--- config.mk ---
export PLATFORM = sky130hd
export DESIGN_NAME = flag_stack_register_flat
export DESIGN_NICKNAME = d
export VERILOG_FILES = /design/src/rtl/flag_stack_register_if.sv /design/src/rtl/flag_stack_register.sv /design/src/flat_wrapper.sv
export SDC_FILE = /design/constraint.sdc
export NUM_CORES = 1
export LEC_CHECK = 0
export CAP_MARGIN = 20
export CORE_MARGIN = 4
export CORE_UTILIZATION = 51
export CTS_BUF_LIST = sky130_fd_sc_hd__clkbuf_2
export DETAILED_ROUTE_END_ITERATION = 12
export PLACE_DENSITY = 0.8
export SKIP_CTS_REPAIR_TIMING = 1
export SYNTH_ARGS = -nofsm -noshare
export SYNTH_HDL_FRONTEND = slang
export SYNTH_SLANG_ARGS = --single-unit
--- constraint.sdc ---
create_clock -name clk -period 2.3 [get_ports clk]
set_input_delay 0.46 -clock clk [delete_from_list [all_inputs] [get_ports clk]]
set_output_delay 0.46 -clock clk [all_outputs]
set_load 0.02 [all_outputs]
--- src/rtl/flag_stack_register_if.sv ---
// Flag stack register port bundle: ALU flag writes, push/pop/err_clr in; flags and stack status out.
// Latency: pure wiring, no state.
// Backpressure: none. Misuse is reported through the sticky err bit and is never stalled.
interface flag_stack_register_if #(
    parameter int NUM_FLAGS = 3,
    parameter int DEPTH     = 4
);
    localparam int CW = $clog2(DEPTH + 1);

    logic [NUM_FLAGS-1:0] flag_in;
    logic [NUM_FLAGS-1:0] flag_wen;
    logic                 push;
    logic                 pop;
    logic                 err_clr;
    logic [NUM_FLAGS-1:0] flag_out;
    logic [CW-1:0]        depth_cnt;
    logic                 full;
    logic                 empty;
    logic                 err;

    // Requester side: drives flag writes and stack commands.
    modport master (
        output flag_in, flag_wen, push, pop, err_clr,
        input  flag_out, depth_cnt, full, empty, err
    );

    // Register side: consumes commands and presents flags and status.
    modport slave (
        input  flag_in, flag_wen, push, pop, err_clr,
        output flag_out, depth_cnt, full, empty, err
    );
endinterface

--- src/rtl/flag_stack_register.sv ---
// Condition-flag register with a save/restore stack and a sticky misuse error bit.
// Latency: flag writes land in one cycle. With FLAG_BYPASS_EN defined, flag_out forwards
// pending writes in the same cycle. Without it, flag_out shows only the registered value.
// Backpressure: none. Overflow, underflow and push+pop are dropped and set err until err_clr or rst.
module flag_stack_register #(
    parameter int NUM_FLAGS = 3,
    parameter int DEPTH     = 4
) (
    input  logic                 clk,
    input  logic                 rst,
    flag_stack_register_if.slave bus
);
    localparam int CW = $clog2(DEPTH + 1);
    localparam int AW = (DEPTH > 1) ? $clog2(DEPTH) : 1;

    logic [NUM_FLAGS-1:0] cur;
    logic [NUM_FLAGS-1:0] eff;
    logic [NUM_FLAGS-1:0] stack [DEPTH];
    logic [CW-1:0]        depth_cnt;
    logic                 err;
    logic                 full;
    logic                 empty;
    logic                 push_acc;
    logic                 pop_acc;
    logic                 misuse;
    logic [AW-1:0]        push_idx;
    logic [AW-1:0]        pop_idx;

    // Status comes only from registered depth, so it never depends combinationally on push or pop.
    assign full  = (depth_cnt == CW'(DEPTH));
    assign empty = (depth_cnt == '0);

    // Command qualification. Push and pop together are treated as misuse and neither takes effect.
    assign push_acc = bus.push & ~bus.pop & ~full;
    assign pop_acc  = bus.pop & ~bus.push & ~empty;
    assign misuse   = (bus.push & bus.pop) | (bus.push & full) | (bus.pop & empty);

    // Only the low bits are needed to address entries. Both indices stay in range when their command is accepted.
    assign push_idx = AW'(depth_cnt);
    assign pop_idx  = AW'(depth_cnt - 1'b1);

    // Merged value: a pending per-bit write overrides the registered bit.
    always_comb begin
        eff = cur;
        for (int i = 0; i < NUM_FLAGS; i++) begin
            if (bus.flag_wen[i]) begin
                eff[i] = bus.flag_in[i];
            end
        end
    end

    // Current flags: an accepted pop restores from the stack and overrides any write.
    always_ff @(posedge clk or posedge rst) begin
        if (rst) begin
            cur <= '0;
        end else if (pop_acc) begin
            cur <= stack[pop_idx];
        end else begin
            cur <= eff;
        end
    end

    // Occupancy counter. It moves only on accepted commands.
    always_ff @(posedge clk or posedge rst) begin
        if (rst) begin
            depth_cnt <= '0;
        end else if (push_acc) begin
            depth_cnt <= depth_cnt + 1'b1;
        end else if (pop_acc) begin
            depth_cnt <= depth_cnt - 1'b1;
        end
    end

    // Sticky error. A new misuse beats a clear in the same cycle.
    always_ff @(posedge clk or posedge rst) begin
        if (rst) begin
            err <= 1'b0;
        end else if (misuse) begin
            err <= 1'b1;
        end else if (bus.err_clr) begin
            err <= 1'b0;
        end
    end

    // Stack storage has no reset. The push is gated off while rst is held so that cycle saves nothing.
    always_ff @(posedge clk) begin
        if (!rst && push_acc) begin
            stack[push_idx] <= eff;
        end
    end

    // Output flags. With forwarding, a restoring pop shows the pre-restore value for that cycle.
`ifdef FLAG_BYPASS_EN
    assign bus.flag_out = pop_acc ? cur : eff;
`else
    assign bus.flag_out = cur;
`endif

    assign bus.depth_cnt = depth_cnt;
    assign bus.full      = full;
    assign bus.empty     = empty;
    assign bus.err       = err;

endmodule

--- src/flat_wrapper.sv ---
// flat-port wrapper written by rule: the top's interface ports become plain ports
module flag_stack_register_flat 
#(
    parameter int NUM_FLAGS = 3,
    parameter int DEPTH     = 4
)
  (clk, rst, bus_flag_in, bus_flag_wen, bus_push, bus_pop, bus_err_clr, bus_flag_out, bus_depth_cnt, bus_full, bus_empty, bus_err);
  flag_stack_register_if #(.NUM_FLAGS(NUM_FLAGS), .DEPTH(DEPTH)) bus_i ();
  input  logic clk;
  input  logic rst;
  input wire logic [$bits(bus_i.flag_in)-1:0] bus_flag_in;
  input wire logic [$bits(bus_i.flag_wen)-1:0] bus_flag_wen;
  input wire logic [$bits(bus_i.push)-1:0] bus_push;
  input wire logic [$bits(bus_i.pop)-1:0] bus_pop;
  input wire logic [$bits(bus_i.err_clr)-1:0] bus_err_clr;
  output wire logic [$bits(bus_i.flag_out)-1:0] bus_flag_out;
  output wire logic [$bits(bus_i.depth_cnt)-1:0] bus_depth_cnt;
  output wire logic [$bits(bus_i.full)-1:0] bus_full;
  output wire logic [$bits(bus_i.empty)-1:0] bus_empty;
  output wire logic [$bits(bus_i.err)-1:0] bus_err;
  assign bus_i.flag_in = bus_flag_in;
  assign bus_i.flag_wen = bus_flag_wen;
  assign bus_i.push = bus_push;
  assign bus_i.pop = bus_pop;
  assign bus_i.err_clr = bus_err_clr;
  assign bus_flag_out = bus_i.flag_out;
  assign bus_depth_cnt = bus_i.depth_cnt;
  assign bus_full = bus_i.full;
  assign bus_empty = bus_i.empty;
  assign bus_err = bus_i.err;
  flag_stack_register #(.NUM_FLAGS(NUM_FLAGS), .DEPTH(DEPTH)) u_core (.clk(clk), .rst(rst), .bus(bus_i));
endmodule
# == After elaboration in Yosys (flattened, before gate mapping) ==
# Memories as Yosys holds them, arrays and structs flattened.
# Index checks and enable logic that the tools add are counted.
# totals
regBits,7
ram_bits,12
in_bits,11
output_inout_bits,9
elab_cells,35
memories,1
# classes
addsub,2
eq_ne,1
muxes,10
bitwise_logic,13
reduce_logical,5
# memory_table
memory,words,width,read_ports,rd_clocked_by_memory_dff,wr,line_no,text
u_core.stack,4,3,1,0,1,flag_stack_register.sv:18,logic [NUM_FLAGS-1:0] stack [DEPTH];
# op_table
operator,n
3-bit two-way mux,3
1-bit bitwise AND,7
1-bit two-way mux,7
1-bit inverter,4
2-bit nonzero test,2
"3-bit by 1-bit adder with 3-bit output, second input constant",1
"3-bit equality test, second input constant",1
3-bit logical NOT,1
"3-bit by 1-bit subtractor with 3-bit output, second input constant",1
1-bit OR,2
1-bit logical AND,1
1-bit logical NOT,1

# == Depth between registers and ports, before layout ==
# logic_depth
word_depth,6
mapped_depth,7
depth_no_buf,6

# == Least setup slack after synthesis ==
# Ideal clock, no wire load.
# synth_path
path_type,reg2reg
start,reg u_core.depth_cnt[0] (netlist: u_core.bus.depth_cnt[0])
end,reg u_core.cur[0] (netlist: u_core.bus.flag_out[0])
setup_ps,117
arrival_ps,1781
required_ps,2183
path_slack_ps,402
stages_incl_launch_ff,8
n_path_buf,1
period_less_slack_ps,1898
path_cell_list,dfrtp_1 -> buf_6 -> inv_1 -> ha_1 -> ha_1 -> or3b_4 -> nor2_1 -> nor2_1
# synth_via
elab_chain_len,4
word_cells_on_any_way,6
cone_classes,1 x add/sub; 1 x mux; 2 x bitwise; 1 x reduce/logical; 1 x memory
# synth_lines
item,line_no,text
from (decl),flag_stack_register.sv:19,logic [CW-1:0] depth_cnt;
from (signal assigned),flag_stack_register.sv:68,depth_cnt <= depth_cnt + 1'b1;
from (signal assigned),flag_stack_register.sv:70,depth_cnt <= depth_cnt - 1'b1;
3-bit logical NOT,flag_stack_register.sv:31,assign empty = (depth_cnt == '0);
net bus_empty,flat_wrapper.sv:19,output wire logic [$bits(bus_i.empty)-1:0] bus_empty;
1-bit inverter,flag_stack_register.sv:35,assign pop_acc = bus.pop & ~bus.push & ~empty;
1-bit bitwise AND,flag_stack_register.sv:35,
3-bit two-way mux,flag_stack_register.sv:56,end else if (pop_acc) begin
to (signal assigned),flag_stack_register.sv:57,cur <= stack[pop_idx];
to (decl),flag_stack_register.sv:16,logic [NUM_FLAGS-1:0] cur;
# The timed path passes the listed nets, and every way through them passes these cells.
# A chain may end at the register's enable or synchronous reset.

# == Worst setup path after layout ==
# layout_path
start,reg u_core.depth_cnt[1] (netlist: u_core.bus.depth_cnt[1])
end,out bus_empty
# layout_via
elab_chain_len,1
# layout_lines
item,line_no
3-bit logical NOT,flag_stack_register.sv:31
to (decl),flat_wrapper.sv:19
# No other way between the ends.

==> impl_metrics.env <==
export IMPL_cts_made_buffers=3
export IMPL_tritoncts="yes"
export IMPL_routed_wl_mm=1.649
export IMPL_grt_pass1_wl_mm=2.960
export IMPL_yosysSeqAreaShare_pct=57.07
export IMPL_r2r_worst_path_cells=6
export IMPL_grt_max_degree=11
export IMPL_netlist_area_sq_um=938.4
export IMPL_antenna_found_initial=0
export IMPL_p_per_area_nw_per_um2=1078
export IMPL_rsz0062_at_grt="false"
export IMPL_synth_seq_cells=19
export IMPL_fmax_ghz=0.4974
export IMPL_hpwl_mm=1.307
export IMPL_crit_fanout=4
export IMPL_required_ps=1840
export IMPL_final_util_pct=68.62
export IMPL_cts_reportedPaths_clkPinSlew_ps=170
export IMPL_io_buffer_count=19
export IMPL_hold_viol=0
export IMPL_wl_per_cell_um=14.22
export IMPL_pre_cts_slack_ps=239.5
export IMPL_max_slew_margin_pct=73.88
export IMPL_setup_viol=0
export IMPL_critPathCaptureType="primary output"
export IMPL_coreArea_sq_um=1727
export IMPL_peakVddDrop_mv=0.8273
export IMPL_globalRouteTotalUtil_pct=15.56
export IMPL_die_area_sq_um=2590
export IMPL_gp_congestion=0.8246
export IMPL_drc_errors=0
export IMPL_worst_setup_path_start_kind="flip-flop"
export IMPL_finalMaxSlewViolations=0
export IMPL_period_share_pct=87.41
export IMPL_via_count=598
export IMPL_first_pass_iters=4
export IMPL_syn_nets=84
export IMPL_crit_end="bus_empty"
export IMPL_clock_path_buffers=2
export IMPL_first_iter_violations=14
export IMPL_clock_sinks=19
export IMPL_worst_slew_pin_slew_ps=391.4
export IMPL_antenna_left=0
export IMPL_placed_area_sq_um=1160
export IMPL_drv_cap=0
export IMPL_overflow=0
export IMPL_fin_nets=109
export IMPL_setup_ws_ps=289.6
export IMPL_rows=15
export IMPL_status="finished clean"
export IMPL_cts_root_buf="clkbuf_2"
export IMPL_criticalPathCategory="reg -> out"
export IMPL_grt_pass1_vias=609
export IMPL_min_path_type="in -> async"
export IMPL_fillCellCount=140
export IMPL_viasPerCell=5.155
export IMPL_report_power_total_mw=1.277
export IMPL_reg2reg_slack_ps=530
export IMPL_yosysWarnings=0
export IMPL_min_period_ps=2010
export IMPL_drive_gt1_share_pct=17.58
export IMPL_clock_skew_ps=5.538
export IMPL_fp_dieW_um=50.90
export IMPL_rr_endpoint="u_core.bus.depth_cnt[1]$_DFFE_PP0P_"
export IMPL_diodes=0
export IMPL_h_tree_depth=1
export IMPL_yosysUniqueCellTypes=21
export IMPL_synth_cells=67
export IMPL_finish_instance_area_sq_um=1185
export IMPL_worstPathArrival_ps=1550
export IMPL_p_leak_nw=0.4976
export IMPL_clk_latency_ps=280
export IMPL_synth_area_per_cell_sq_um=14.01
export IMPL_r2r_start="u_core.bus.depth_cnt[1]$_DFFE_PP0P_"
export IMPL_area_delta_synth_final_pct=26.27
export IMPL_ios=20
export IMPL_fp_dieH_um=50.90
export IMPL_initial_core_util_pct=54.35
export IMPL_critPathLaunch="u_core.bus.depth_cnt[1]$_DFFE_PP0P_"
==> Yosys cell counts <==
library cell / count / area, sq um
a21oi_1: 2 / 10.01
a21oi_2: 1 / 8.760
a221o_1: 1 / 10.01
a311o_1: 1 / 10.01
and2_1: 5 / 31.28
and3_1: 1 / 6.260
buf_6: 2 / 22.52
dfrtp_1: 7 / 175.2
edfxtp_1: 12 / 360.4
ha_1: 6 / 75.07
inv_1: 5 / 18.77
mux2_2: 3 / 33.78
mux4_2: 3 / 67.56
nand2b_1: 1 / 6.260
nand3_1: 3 / 15.01
nor2_1: 9 / 33.78
nor3b_4: 1 / 18.77
o221ai_1: 1 / 8.760
o22ai_1: 1 / 6.260
or3b_4: 1 / 11.26
xnor2_1: 1 / 8.760
==> state kept, by name, summed over array words and instances, names as in the netlist <==
name / cells
u_core.bus.depth_cnt: 3
u_core.stack: 12
u_core.bus.flag_out: 3
u_core.bus.err: 1
==> worst max-delay path, stage by stage, from the launching register on <==
cell	delay (ps)
dfrtp_1	450
inv_1	130
ha_1	180
ha_1	250
dlymetal6s2s_1	260
==> metrics by stage <==
step / instances / hold slack [ps] / setup TNS, ps
detailed placement: 112 / 523.9 / 0
finish: 116 / 434.8 / 0
global placement: 112 / 517.3 / 0
floorplan: 67 / 268.6 / 0
global route: 116 / 435.9 / 0
CTS: 116 / 439.5 / -108.4
==> final cells by class <==
cell class              count  area, sq um  share of cell area (%)
inverters                   5        18.77                   1.584
clock buffers               4        20.02                   1.690
multi-input cells          41        361.6                   30.52
repair buffers             22        217.7                   18.37
flip-flops and latches     19        535.5                   45.20
well taps                  25        31.28                   2.640
==> cells in the final DEF, fill, tap and decap left out, drive strengths merged <==
cell / count
a21oi: 3
a221o: 1
a311o: 1
and2: 5
and3: 1
buf: 3
clkbuf: 4
clkdlybuf4s50: 17
dfrtp: 7
dlymetal6s2s: 2
edfxtp: 12
ha: 6
inv: 5
mux2: 3
mux4: 3
nand2b: 1
nand3: 3
nor2: 9
nor3b: 1
o221ai: 1
o22ai: 1
or3b: 1
xnor2: 1
==> per-layer routing <==
layer | track usage (%) | wire length [um] | vias up
li1 | - | - | 290
met2 | 25.43 | 789 | 20
met3 | 3.499 | 101 | 2
met4 | 4.036 | 21 | 0
met1 | 21.00 | 737 | 286
met5 | 0 | 0 | -
==> cells by family after synthesis <==
logic type / Yosys count / synth area share, %
adders and majority gates: 6 / 8.000
muxes: 6 / 10.80
DFF: 19 / 57.07
buffers and inverters: 7 / 4.400
xor gates and xnor gates: 1 / 0.9335
AOI/OAI and AO/OA: 7 / 5.734
and+or+nand+nor: 21 / 13.07
==> power by group <==
group          switching (mW)  total (mW)  internal [mW]
combinational           0.333       0.657          0.324
clock                  0.0918       0.138         0.0461
sequential             0.0386       0.482          0.443
==> worst min-delay path by stage <==
stage	end	slack [ps]	cells after the start
6_report	u_core.bus.err$_DFFE_PP0P_	430	3
4_1_cts	u_core.bus.err$_DFFE_PP0P_	440	3
3_5_place_dp	u_core.bus.err$_DFFE_PP0P_	520	2
3_3_place_gp	u_core.bus.err$_DFFE_PP0P_	520	2
2_1_floorplan	u_core.bus.depth_cnt[0]$_DFFE_PP0P_	270	1
5_1_grt	u_core.bus.err$_DFFE_PP0P_	440	3
Power figures use the tool's default switching activity.
